`src/rtl/bus_rr_arbiter.sv`:
```
// bus_rr_arbiter: four-master round-robin bus arbiter with a registered one-hot grant.
// The search starts one past the most recently granted master. The owner holds the
// grant while its request stays high. When the owner drops its request, the grant is
// handed to the next requester with no idle cycle in between.
// Optional feature macro: BUS_ARB_BURST_LIMIT_EN. When it is defined, an owner that has
// held the grant for MAX_BURST cycles is forced to yield if another master is waiting,
// and burst_cnt saturates at MAX_BURST-1 instead of 15.
module bus_rr_arbiter #(
  parameter int MAX_BURST = 8
) (
  input  logic       clk,
  input  logic       reset_n,
  input  logic [3:0] req,
  output logic [3:0] grant,
  output logic       grant_valid,
  output logic [1:0] grant_id,
  output logic [3:0] burst_cnt
);

`ifdef BUS_ARB_BURST_LIMIT_EN
  localparam bit LIMIT_EN = 1'b1;
`else
  localparam bit LIMIT_EN = 1'b0;
`endif

  // Saturation point of the tenure counter; it is also the rotation point when the limit is enabled.
  localparam logic [3:0] BURST_SAT = LIMIT_EN ? 4'(MAX_BURST - 1) : 4'd15;

  typedef enum logic [0:0] {
    IDLE = 1'b0,
    BUSY = 1'b1
  } state_t;

  state_t     state_r;
  logic [1:0] last_r;
  logic [2:0] pick_all_s;    // {found, index} over every requester
  logic [2:0] pick_other_s;  // {found, index} over requesters other than the owner
  logic       owner_req_s;
  logic       rotate_s;

  // Finds the first set bit of cand in the order last+1, last+2, last+3, last (mod 4).
  function automatic logic [2:0] rr_pick(input logic [3:0] cand, input logic [1:0] last);
    logic [2:0] res;
    logic [1:0] idx;
    res = 3'b000;
    for (int k = 1; k <= 4; k++) begin
      idx = last + 2'(k);
      if (!res[2] && cand[idx]) begin
        res = {1'b1, idx};
      end else begin
        res = res;
      end
    end
    return res;
  endfunction

  // Converts a master index into a one-hot grant vector.
  function automatic logic [3:0] onehot(input logic [1:0] idx);
    return 4'b0001 << idx;
  endfunction

  // Next-owner selection and the forced-rotation condition.
  always_comb begin
    pick_all_s   = rr_pick(req, last_r);
    pick_other_s = rr_pick(req & ~grant, last_r);
    owner_req_s  = |(req & grant);
    rotate_s     = 1'b0;
    if (LIMIT_EN) begin
      rotate_s = owner_req_s && (burst_cnt == BURST_SAT) && pick_other_s[2];
    end else begin
      rotate_s = 1'b0;
    end
  end

  // Arbitration state machine. It updates the registered grant, the owner index, the tenure counter and the pointer.
  always_ff @(posedge clk or negedge reset_n) begin
    if (!reset_n) begin
      state_r     <= IDLE;
      grant       <= 4'b0000;
      grant_valid <= 1'b0;
      grant_id    <= 2'd0;
      burst_cnt   <= 4'd0;
      last_r      <= 2'd3;
    end else begin
      case (state_r)
        IDLE: begin
          if (pick_all_s[2]) begin
            state_r     <= BUSY;
            grant       <= onehot(pick_all_s[1:0]);
            grant_valid <= 1'b1;
            grant_id    <= pick_all_s[1:0];
            last_r      <= pick_all_s[1:0];
            burst_cnt   <= 4'd0;
          end else begin
            grant       <= 4'b0000;
            grant_valid <= 1'b0;
            burst_cnt   <= 4'd0;
          end
        end
        BUSY: begin
          if (owner_req_s && !rotate_s) begin
            // Owner keeps the bus; count its tenure up to the saturation point.
            if (burst_cnt != BURST_SAT) begin
              burst_cnt <= burst_cnt + 4'd1;
            end else begin
              burst_cnt <= burst_cnt;
            end
          end else if (pick_other_s[2]) begin
            // Zero-bubble handover, either after a release or after a forced rotation.
            grant       <= onehot(pick_other_s[1:0]);
            grant_valid <= 1'b1;
            grant_id    <= pick_other_s[1:0];
            last_r      <= pick_other_s[1:0];
            burst_cnt   <= 4'd0;
          end else begin
            // Nobody wants the bus. grant_id and last_r keep the old owner.
            state_r     <= IDLE;
            grant       <= 4'b0000;
            grant_valid <= 1'b0;
            burst_cnt   <= 4'd0;
          end
        end
        default: begin
          state_r     <= IDLE;
          grant       <= 4'b0000;
          grant_valid <= 1'b0;
          burst_cnt   <= 4'd0;
        end
      endcase
    end
  end

endmodule

```
`config.mk`:
```
export PLATFORM = sky130hd
export DESIGN_NAME = bus_rr_arbiter
export DESIGN_NICKNAME = d
export VERILOG_FILES = /design/src/rtl/bus_rr_arbiter.sv
export SDC_FILE = /design/constraint.sdc
export NUM_CORES = 1
export LEC_CHECK = 0
export CAP_MARGIN = 20
export CORE_MARGIN = 2
export CORE_UTILIZATION = 54
export CTS_CLUSTER_DIAMETER = 100
export CTS_CLUSTER_SIZE = 24
export DETAILED_ROUTE_END_ITERATION = 7
export DONT_BUFFER_PORTS = 1
export PLACE_DENSITY = 0.7
export SYNTH_ARGS = -nofsm -noshare
export SYNTH_HDL_FRONTEND = slang
export SYNTH_SLANG_ARGS = --single-unit
```
`constraint.sdc`:
```
create_clock -name clk -period 1.9 [get_ports clk]
set_clock_uncertainty 0.1 [all_clocks]
set_input_delay 0.19 -clock clk [delete_from_list [all_inputs] [get_ports clk]]
set_output_delay 0.19 -clock clk [all_outputs]
set_load 0.1 [all_outputs]
```
==> impl_results.md, run 1 <==
- Top cells by area in the synthesized netlist: sky130_fd_sc_hd__dfrtp_1 (36%), sky130_fd_sc_hd__dfstp_2 (6.2%), sky130_fd_sc_hd__nand2b_1 (5.2%)
- Gate count after technology mapping: 90
- Number of max-cap violations: 0
- Number of enable flip-flop cells after synthesis: 0
- Hold Path Class: input port to flip-flop
- CTS tree: yes
- Buffer depth of the longest clock path: 2
- Post-layout min period: 1.799 ns
- Number of hold violations in the final report: 0
- Wire length of the first global-routing pass: 3042 microns
- Final Slew Violations: 0
- Number of H-tree levels: 1
- Area of the core: 1489 sq um
- Initial core utilization: 56.64%
- Kind of end point of the critical path: flip-flop
- Share of cells above drive strength 1: 26.17%
- I/O pins: 17
- Resized cells post-CTS: 0
- Clock latency on the worst-skew pair: 0.29 ns
- Antenna-violating nets left: 0
- Sequential cell area fraction in the yosys report: 41.84%
- Port Buf Inserts: 0
- FFs w/ async S/R, synth: 100.0%
- Detailed-route via count: 750
- Result of the run: completed
- Number of detailed-routing iterations run before antenna repair: 4
- Setup repair after global routing missed its margin: no
- Global-route total usage across every layer: 21.55%
- Mean instance size in the synthesized netlist: 9.370 sq um
- Leftover overflow at the end of global routing: 0
- Total negative setup slack: 0 ns
- Class of the most critical setup path: flip-flop to flip-flop
- Slew of the pin with the lowest slew margin: 0.6072 ns
- Total wirelength of the detailed-routed design: 1805 microns
- Worst EP required: 1.96 ns
- DRC marker count from the first detailed-route iteration: 17
- Maximum fanout encountered on the critical timing path: 12
- CTS clk-pin slew, worst paths: 0.07 ns
- Worst relative slew slack: 59.38%
- Largest net degree at the start of global routing: 15
- Post-Place Worst Slack: 0.1272 ns
- Critical path startpoint category: flip-flop
- NumNets Final: 115
- Half-perimeter wire length after placement: 1428 microns
- Count of final setup violators: 0
- Max Fclk: 0.5560 GHz
- Total nets after synthesis: 97
- Largest area contributor in the netlist: sky130_fd_sc_hd__dfrtp_1
- Post-layout instance area: 1025 sq um
- Top-area cell type share of the netlist area: 35.61%
- Setup WS post-layout: 0.1015 ns
- Row Count: 14
- Number of flip-flops and latches in the synthesized netlist: 14
- Average vias per placed instance: 6.098
- Average routed wire per standard cell: 14.67 microns
- Placed instance area: 988.4 sq um
- Die extent in x: 43.52 microns
- Num Clock Sinks: 14
- Die ar.: 1894 sq um
- Arrival time at the worst endpoint: 1.86 ns
- CTS root buf: sky130_fd_sc_hd__clkbuf_4
- Final RePlAce weighted congestion: 0.8849
- Most used flip-flop cell after synthesis: sky130_fd_sc_hd__dfrtp_1
- Cell Area, Synth: 843.3 sq um
- Synth cell types: 33
- Number of buffers inserted during clock tree synthesis: 3
- Synthesis warning total: 0
- Number of antenna violations at the first check in global routing: 0
- Chip Height: 43.52 microns
- Final critical-path share of the clock period: 94.66%
- Via count of the first global-routing pass: 697
- Area added between synthesis and finish: 21.51%
- Ant diodes: 0
- # DRC: 0
==> metal layers <==
| layer | vias to the layer above | global-route usage, % | share of wire (%) |
|---|---|---|---|
| li1 | 367 | - | - |
| met5 | - | 0 | 0 |
| met1 | 340 | 31.54 | 45 |
| met3 | 5 | 4.167 | 9.2 |
| met2 | 38 | 32.24 | 44 |
| met4 | 0 | 7.273 | 1.7 |
==> layout by cell type, fill, tap and decap left out, drive strengths merged, types with 2 or more instances in the layout <==
| master | netlist | final |
|---|---|---|
| buf | 2 | 14 |
| dfrtp | 12 | 12 |
| nor2 | 11 | 11 |
| nand2b | 7 | 7 |
| o21ai | 6 | 6 |
| o21a | 4 | 4 |
| nor3b | 4 | 4 |
| nor3 | 4 | 4 |
| a22oi | 4 | 4 |
| clkbuf | 0 | 4 |
| nor2b | 3 | 3 |
| a21oi | 3 | 3 |
| inv | 2 | 2 |
| a22o | 2 | 2 |
| nand3 | 2 | 2 |
| mux2i | 2 | 2 |
| a21o | 2 | 2 |
| nand2 | 2 | 2 |
| a31oi | 2 | 2 |
| a221o | 2 | 2 |
| dfstp | 2 | 2 |
| or3 | 2 | 2 |
==> final cells by class <==
cell class	instances	area [sq um]
inverters	2	7.507
fillers	122	464.2
repair buffers	15	115.1
well taps	16	20.02
clock buffers	4	26.28
flip-flops and latches	14	365.4
multi-input cells	72	490.5
==> through the flow <==
stage               utilization, %  std cells  hold slack (ns)
finish                       68.82        123          0.05515
global route                 68.82        123          0.07286
CTS                          68.82        123          0.05143
detailed placement           66.39        118          -0.2050
global placement             66.39        118          -0.2050
floorplan                        -         90          -0.2056
==> final timing paths <==
check                                        start  slack (ns)                 endpoint  cells after the start
max                          last_r[1]$_DFFE_PN1P_        0.10  grant_id[0]$_DFFE_PN0P_                      4
min                                         req[1]        0.06        state_r$_DFF_PN0_                      3
max reg2reg                  last_r[1]$_DFFE_PN1P_        0.10  grant_id[0]$_DFFE_PN0P_                      4
min in group asynchronous                  reset_n        0.25     grant[3]$_DFFE_PN0P_                      1
min reg2reg                grant_id[0]$_DFFE_PN0P_        0.42  grant_id[0]$_DFFE_PN0P_                      1
max in group asynchronous                  reset_n        0.99     grant[0]$_DFFE_PN0P_                      1
==> worst max-delay path: stages, from the launching register on <==
cell and delay (ns):
sky130_fd_sc_hd__dfstp_2 0.64, sky130_fd_sc_hd__nor2_1 0.06, sky130_fd_sc_hd__a21o_1 0.18, sky130_fd_sc_hd__or3_4 0.38, sky130_fd_sc_hd__a221o_1 0.32
==> synth_stat cells (2+ instances only) <==
library cell	n
sky130_fd_sc_hd__mux2i_1	2
sky130_fd_sc_hd__a21o_1	2
sky130_fd_sc_hd__a221o_1	2
sky130_fd_sc_hd__nand2b_1	7
sky130_fd_sc_hd__nand3_1	2
sky130_fd_sc_hd__nor2b_1	3
sky130_fd_sc_hd__o21ai_0	5
sky130_fd_sc_hd__dfrtp_1	12
sky130_fd_sc_hd__a22o_1	2
sky130_fd_sc_hd__o21a_1	4
sky130_fd_sc_hd__buf_2	2
sky130_fd_sc_hd__nor2_1	11
sky130_fd_sc_hd__nor3_1	4
sky130_fd_sc_hd__a21oi_1	3
sky130_fd_sc_hd__a22oi_1	4
sky130_fd_sc_hd__a31oi_1	2
sky130_fd_sc_hd__nand2_1	2
sky130_fd_sc_hd__inv_1	2
sky130_fd_sc_hd__dfstp_2	2
sky130_fd_sc_hd__nor3b_1	4
==> logic make-up (layout without fill, tap and decap cells) <==
family,Yosys count,count (layout),share of synthesized area [%]
AO/OA/AOI/OAI,28,28,24.63
XOR/XNOR,1,1,1.039
adder cells (fa/ha/maj),1,1,1.483
buffers and inverters,4,21,2.078
flip-flops,14,14,41.84
multiplexers,2,2,2.374
AND/OR/NAND/NOR,40,40,26.56
==> repair_timing <==
action                                  CTS  global route
hold buffers                              1             0
endpoints found under the setup margin    0             0
endpoints found under the hold margin    14             0
buffers inserted                          0             0
==> flip-flops by register name (all words and copies together), names as in the netlist <==
signal,flops
burst_cnt,4
grant,4
grant_id,2
last_r,2
grant_valid,1
state_r,1
Power of run 1 is not shown: default switching activity piles up to over one toggle a cycle in this logic, so the estimate is an artifact.
==> inputs of run 2 (changes only) <==
--- a/config.mk
+++ b/config.mk
@@ -5,14 +5,15 @@
 export SDC_FILE = /design/constraint.sdc
 export NUM_CORES = 1
 export LEC_CHECK = 0
+export ABC_AREA = 1
 export CAP_MARGIN = 20
 export CORE_MARGIN = 2
-export CORE_UTILIZATION = 54
+export CORE_UTILIZATION = 57
 export CTS_CLUSTER_DIAMETER = 100
 export CTS_CLUSTER_SIZE = 24
 export DETAILED_ROUTE_END_ITERATION = 7
 export DONT_BUFFER_PORTS = 1
-export PLACE_DENSITY = 0.7
+export PLACE_DENSITY = 0.73
 export SYNTH_ARGS = -nofsm -noshare
 export SYNTH_HDL_FRONTEND = slang
 export SYNTH_SLANG_ARGS = --single-unit
==> run 2 against run 1 <==
  * Critical path depth rose by 10
  * Area after synthesis rose by 74%
  * Largest cell class unchanged
  * Global-route usage rose by 7.1 points
  * Routed wire length rose by 140%
  * Utilization rose by 13 points
  * Via count rose by 110%
  * Cell count rose by 130%
  * The run now ends with setup timing left
  * Final area rose by 95%
  * Die area rose by 58%
  * Highest routed layer unchanged
  * Sequential share of layout area fell by 17 points
  * Fmax fell by 11%
  * Register-to-register slack got worse by 0.22 ns
==> impl_results.md, run 2 <==
- Count of final setup violators: 8 (+8)
- Wire length of the first global-routing pass: 6203 microns (+100%)
- Maximum fanout encountered on the critical timing path: 7 (-5)
- Top cells by area in the synthesized netlist: sky130_fd_sc_hd__dfrtp_1 (20%), sky130_fd_sc_hd__nand2_1 (16%), sky130_fd_sc_hd__nand2_2 (9.8%)
- Cell with the most instances after synthesis: sky130_fd_sc_hd__nand2_1
- Highest-count cells in the layout ignoring fill and taps: sky130_fd_sc_hd__nand2_1 (49), sky130_fd_sc_hd__buf_4 (35), sky130_fd_sc_hd__nand2_2 (31)
- Number of detailed-routing iterations run before antenna repair: 4 (unchanged)
- Class of the most critical setup path: flip-flop to flip-flop
- Cell Area, Synth: 1468 sq um (+74%)
- Number of flip-flops and latches in the synthesized netlist: 14 (unchanged)
- Number of hold violations in the final report: 0 (unchanged)
- Largest area contributor in the netlist: sky130_fd_sc_hd__dfrtp_1
- Leftover overflow at the end of global routing: 0 (unchanged)
- Detailed-route via count: 1542 (+110%)
- Number of max-cap violations: 0 (unchanged)
- NumNets Final: 262 (+130%)
- Setup repair after global routing missed its margin: yes
- Die extent in x: 54.74 microns (+26%)
- Violations in the final reports: setup timing
- Worst relative slew slack: 57.65% (-1.7 points)
- Top-area cell type share of the netlist area: 20.46% (-15 points)
- Number of antenna violations at the first check in global routing: 0 (unchanged)
- Largest net degree at the start of global routing: 15 (unchanged)
- Port Buf Inserts: 0 (unchanged)
- CTS root buf: sky130_fd_sc_hd__clkbuf_4
- Via count of the first global-routing pass: 1476 (+110%)
- CTS tree: yes
- Number of H-tree levels: 1 (unchanged)
- Largest regs: burst_cnt x4, grant x4
- Gate count after technology mapping: 213 (+140%)
- Setup WS post-layout: -0.1199 ns (-0.2214 ns)
- Antenna-violating nets left: 0 (unchanged)
- Commonest non-fill, non-tap cell in the layout: sky130_fd_sc_hd__nand2_1
- Mean instance size in the synthesized netlist: 6.890 sq um (-26%)
- Chip Height: 54.74 microns (+26%)
- Average routed wire per standard cell: 14.96 microns (+2.0%)
- Ranking of synthesized cells by instance count: sky130_fd_sc_hd__nand2_1 (64), sky130_fd_sc_hd__nand2_2 (23), sky130_fd_sc_hd__nand3_1 (19)
- I/O pins: 17 (unchanged)
- Critical path startpoint category: flip-flop
- CTS clk-pin slew, worst paths: 0.08 ns (about the same)
- Slew of the pin with the lowest slew margin: 0.6332 ns (+0.02595 ns)
- Initial core utilization: 59.79% (+3.1 points)
- Post-layout instance area: 1998 sq um (+95%)
- Result of the run: finished, violations left
- # DRC: 0 (unchanged)
- Average vias per placed instance: 5.430 (-11%)
- Hold Path Class: input port to async pin
- Kind of end point of the critical path: flip-flop
- Synthesis warning total: 0 (unchanged)
- Total nets after synthesis: 220 (+130%)
- DRC marker count from the first detailed-route iteration: 56 (+39)
- Row Count: 18 (+4)
- Final Slew Violations: 0 (unchanged)
- Most used flip-flop cell after synthesis: sky130_fd_sc_hd__dfrtp_1
- Max Fclk: 0.4951 GHz (-11%)
- FFs w/ async S/R, synth: 100.0% (unchanged)
- Half-perimeter wire length after placement: 2837 microns (+99%)
- Buffer depth of the longest clock path: 2 (unchanged)
- Total wirelength of the detailed-routed design: 4250 microns (+140%)
- Ant diodes: 0 (unchanged)
- Global-route total usage across every layer: 28.62% (+7.1 points)
- Sequential cell area fraction in the yosys report: 24.04% (-18 points)
- Clock latency on the worst-skew pair: 0.27 ns (-0.02 ns)
- Placed instance area: 1663 sq um (+68%)
- Number of fill cells in the layout: 164 (+34%)
- Post-layout min period: 2.020 ns (+0.2214 ns)
- Final critical-path share of the clock period: 106.3% (+12 points)
- Die ar.: 2996 sq um (+58%)
- Num Clock Sinks: 14 (unchanged)
- Share of cells above drive strength 1: 51.18% (+25 points)
- Worst EP required: 2.00 ns (+0.04 ns)
- Area added between synthesis and finish: 36.15%
- Final RePlAce weighted congestion: 0.9296 (+5.1%)
- Area of the core: 2455 sq um (+65%)
- Arrival time at the worst endpoint: 2.12 ns (+0.26 ns)
- Number of enable flip-flop cells after synthesis: 0 (unchanged)
- Synth cell types: 29 (-12%)
- Number of buffers inserted during clock tree synthesis: 3 (unchanged)
## run 2: cell count changes after synthesis, sizes merged, moves of 5 or more
cell,change
nand2,+88
nor2,+11
inv,+23
a21oi,+5
nand2b,-7
nand3,+33
## run 2: final timing paths
path / end / cells past startpoint / slack, ns / startpoint
min in group clk: grant[1]$_DFFE_PN0P_ / 7 / 0.40 / req[0]
max: grant[0]$_DFFE_PN0P_ / 14 / -0.12 / last_r[0]$_DFFE_PN1P_
max reg2reg: grant[0]$_DFFE_PN0P_ / 14 / -0.12 / last_r[0]$_DFFE_PN1P_
min reg2reg: burst_cnt[2]$_DFFE_PN0P_ / 2 / 0.49 / burst_cnt[3]$_DFFE_PN0P_
min: burst_cnt[3]$_DFFE_PN0P_ / 1 / 0.27 / reset_n
max in group asynchronous: grant[2]$_DFFE_PN0P_ / 1 / 0.96 / reset_n
## run 2: cell families (layout without fill, tap and decap cells)
| kind of cell | Yosys count | in the layout | synth area share (%) |
|---|---|---|---|
| DFF | 14 | 14 | 24.04 |
| xor gates and xnor gates | 1 | 1 | 0.5969 |
| adders and majority gates | 1 | 1 | 0.8524 |
| buffers and inverters | 30 | 71 | 11.17 |
| and+or+nand+nor | 151 | 151 | 56.35 |
| AOI/OAI and AO/OA | 16 | 16 | 6.991 |
## run 2: metal layers
layer | wire length, microns | vias up | global-route usage (%)
li1 | - | 759 | -
met1 | 1820 | 723 | 34.97
met2 | 2200 | 52 | 50.99
met3 | 177 | 8 | 2.732
met4 | 52 | 0 | 11.25
met5 | 0 | - | 0
## run 2: cell type report
cell class                      count  area, sq um  share of cell area [%]
Inverter                           25        106.4                   5.322
Timing Repair Buffer               41        341.6                   17.09
Timing Repair inverter              1        6.256                  0.3131
Multi-Input combinational cell    169         1117                   55.92
Sequential cell                    14        362.8                   18.16
Clock buffer                        4        26.28                   1.315
Tap cell                           30        37.54                   1.879
## run 2: worst max-delay path, stage by stage, from the launching register on
cell	delay, ns
sky130_fd_sc_hd__dfstp_2	0.58
sky130_fd_sc_hd__buf_12	0.14
sky130_fd_sc_hd__inv_12	0.05
sky130_fd_sc_hd__nand2_8	0.07
sky130_fd_sc_hd__nand2_8	0.07
sky130_fd_sc_hd__buf_4	0.15
sky130_fd_sc_hd__nand2_4	0.07
sky130_fd_sc_hd__nand2_4	0.06
sky130_fd_sc_hd__nand2_2	0.08
sky130_fd_sc_hd__nand2_1	0.06
sky130_fd_sc_hd__nand2_2	0.07
sky130_fd_sc_hd__nand4_1	0.12
sky130_fd_sc_hd__nor2_1	0.16
sky130_fd_sc_hd__nor2_1	0.07
sky130_fd_sc_hd__nor2_1	0.09
## run 2: what timing repair did
action,in CTS,in global routing
buffers inserted,10,1
hold buffers,1,0
pin swaps,15,16
resized for setup,20,27
cloned,2,0
endpoints found under the setup margin,8,9
endpoints found under the hold margin,14,0
## run 2: through the flow
stage                     cells  TNS (ns)  utilization [%]  hold WS (ns)  worst slack, ns
after detailed placement    266   -0.4560            67.74       -0.2052         -0.09153
after global placement      266  -0.09268            67.74       -0.2052         -0.04982
after CTS                   283  -0.08958            76.71        0.2832         -0.02890
final                       284   -0.6553            81.40        0.2712          -0.1199
after global routing        284    -1.448            81.40        0.3256          -0.2310
after floorplan             213         0                -       -0.2056          0.02262
Power of run 2 is left out for the same reason.
==> inputs of run 3 (changes only) <==
--- a/config.mk
+++ b/config.mk
@@ -13,6 +13,7 @@
 export CTS_CLUSTER_SIZE = 24
 export DETAILED_ROUTE_END_ITERATION = 7
 export DONT_BUFFER_PORTS = 1
+export GPL_TIMING_DRIVEN = 0
 export PLACE_DENSITY = 0.73
 export SYNTH_ARGS = -nofsm -noshare
 export SYNTH_HDL_FRONTEND = slang
==> run 3 against run 2 <==
  * The run still ends with setup timing left
  * Sequential share of layout area rose by 2.5 points
  * Critical path depth fell by 2
  * Final area fell by 9.6%
  * Die area did not move
  * Critical endpoint is now grant[2]$_DFFE_PN0P_
==> impl_results.md, run 3 (synthesized netlist as in run 2, its figures left out) <==
- Maximum fanout encountered on the critical timing path: 7 (unchanged)
- Cell occurring most often along the worst timing path: sky130_fd_sc_hd__nor2_1
- Num Clock Sinks: 14 (unchanged)
- Capture point of the worst reg-to-reg path: grant[2]$_DFFE_PN0P_
- Number of buffers inserted during clock tree synthesis: 3 (unchanged)
- Half-perimeter wire length after placement: 2516 microns (-11%)
- Critical path startpoint category: flip-flop
- Final RePlAce weighted congestion: 0.9059 (-2.5%)
- Launching point of the worst reg2reg path: last_r[0]$_DFFE_PN1P_
- Class of the most critical setup path: flip-flop to flip-flop
- Worst path top cell family by delay: simple AND/OR/NAND/NOR gates
- Kind of end point of the critical path: flip-flop
- Critical-path top delay cell: sky130_fd_sc_hd__dfstp_2
- Final Slew Violations: 0 (unchanged)
- Leftover overflow at the end of global routing: 0 (unchanged)
- DRC marker count from the first detailed-route iteration: 34 (-39%)
- Buffer depth of the longest clock path: 2 (unchanged)
- I/O pins: 17 (unchanged)
- NumNets Final: 236 (-9.9%)
- Setup repair after global routing missed its margin: yes
- Number of max-cap violations: 0 (unchanged)
- Delay of the slowest critical-path stage: 0.54 ns (-0.04 ns)
- Result of the run: finished, violations left
- Setup WS post-layout: -0.04031 ns (+0.07958 ns)
- Final critical-path share of the clock period: 102.1% (-4.2 points)
- Worst relative slew slack: 40.48% (-17 points)
- Die extent in x: 54.74 microns (unchanged)
- Via count of the first global-routing pass: 1365 (-7.5%)
- Worst EP required: 2.01 ns (about the same)
- Number of H-tree levels: 1 (unchanged)
- Layout Utilization: 73.55% (-7.8 points)
- Port Buf Inserts: 0 (unchanged)
- Highest-count cells in the layout ignoring fill and taps: sky130_fd_sc_hd__nand2_1 (54), sky130_fd_sc_hd__nand2_2 (26), sky130_fd_sc_hd__nand3_1 (17)
- Worst-path cell chain: buf_8, inv_8, buf_12, nand3_4, nand3_2, nand2_4, nand3_1, o21ai_2, nand2_2, nor2_1, nor2_1, nor2_1
- Clock latency on the worst-skew pair: 0.27 ns (about the same)
- Chip Height: 54.74 microns (unchanged)
- Count of final setup violators: 5 (-3)
- Row Count: 18 (unchanged)
- Max Fclk: 0.5154 GHz (+4.1%)
- Post-layout min period: 1.940 ns (-0.07958 ns)
- Detailed-route via count: 1406 (-8.8%)
- Number of antenna violations at the first check in global routing: 0 (unchanged)
- Number of hold violations in the final report: 0 (unchanged)
- Slew of the pin with the lowest slew margin: 0.8928 ns (+0.2596 ns)
- Die ar.: 2996 sq um (unchanged)
- Arrival time at the worst endpoint: 2.05 ns (-0.07 ns)
- Register-to-Register Setup Slack: -0.04 ns (+0.08 ns)
- Average vias per placed instance: 5.450 (+0.37%)
- Initial core utilization: 59.79% (unchanged)
- # DRC: 0 (unchanged)
- Total negative setup slack: -0.1265 ns (+0.5288 ns)
- Ant diodes: 0 (unchanged)
- Largest net degree at the start of global routing: 15 (unchanged)
- Average routed wire per standard cell: 13.71 microns (-8.4%)
- Wire length of the first global-routing pass: 5768 microns (-7.0%)
- CTS clk-pin slew, worst paths: 0.08 ns (about the same)
- Commonest non-fill, non-tap cell in the layout: sky130_fd_sc_hd__nand2_1
- CTS tree: yes
- R2R cell count: 12 (-2)
- Violations in the final reports: setup timing
- Antenna-violating nets left: 0 (unchanged)
- Hold Path Class: input port to async pin
- Area of the core: 2455 sq um (unchanged)
- Global-route total usage across every layer: 26.23% (-2.4 points)
- Largest regs: burst_cnt x4, grant x4
- CTS root buf: sky130_fd_sc_hd__clkbuf_4
- Number of buffer and inverter stages on the critical path: 3 (unchanged)
- Total wirelength of the detailed-routed design: 3538 microns (-17%)
- Number of detailed-routing iterations run before antenna repair: 4 (unchanged)
- Area added between synthesis and finish: 23.02%
- Share of cells above drive strength 1: 46.93% (-4.3 points)
-- run 3: how the worst max path moves through the flow --
stage	from	to	slack, ns	cells past startpoint
after floorplan	grant[3]$_DFFE_PN0P_	grant_id[0]$_DFFE_PN0P_	0.02	11
after global routing	last_r[0]$_DFFE_PN1P_	grant_id[0]$_DFFE_PN0P_	-0.16	15
after detailed placement	grant[3]$_DFFE_PN0P_	grant_id[0]$_DFFE_PN0P_	-0.20	11
after global placement	grant[3]$_DFFE_PN0P_	grant_id[0]$_DFFE_PN0P_	-0.16	11
after CTS	last_r[0]$_DFFE_PN1P_	grant_id[0]$_DFFE_PN0P_	-0.02	13
final	last_r[0]$_DFFE_PN1P_	grant[2]$_DFFE_PN0P_	-0.04	12
-- run 3: what timing repair did --
action / in CTS / in global routing
buffers inserted: 6 / 3
endpoints found under the hold margin: 14 / 0
gates resized for setup: 27 / 22
hold buffers: 1 / 0
endpoints found under the setup margin: 13 / 11
cloned: 1 / 0
pin swaps: 11 / 8
-- run 3: stage by stage --
stage          hold WS, ns  area, sq um  setup slack (ns)  std cells
2_1_floorplan      -0.2056         1478           0.02262        213
4_1_cts             0.2688         1713          -0.01542        255
3_5_place_dp       -0.2052         1515           -0.2004        243
5_1_grt             0.3252         1805           -0.1632        258
3_3_place_gp       -0.2053         1515           -0.1599        243
6_report            0.2648         1805          -0.04031        258
-- run 3: metal layers --
metal	vias to the layer above	part of all wire (%)	track usage, %
met3	10	4.7	3.005
li1	711	-	-
met2	44	49	43.06
met4	0	1.8	11.25
met5	-	0	0
met1	641	44	34.46
-- run 3: layout make-up --
| type | count | area, sq um |
|---|---|---|
| Clock buffer | 4 | 26.28 |
| Buffer | 5 | 73.82 |
| Multi-Input combinational cell | 169 | 1074 |
| Tap cell | 30 | 37.54 |
| Sequential cell | 14 | 372.9 |
| Fill cell | 201 | 649.4 |
| Timing Repair Buffer | 11 | 112.6 |
| Inverter | 25 | 108.9 |
Power of run 3 is left out for the same reason.
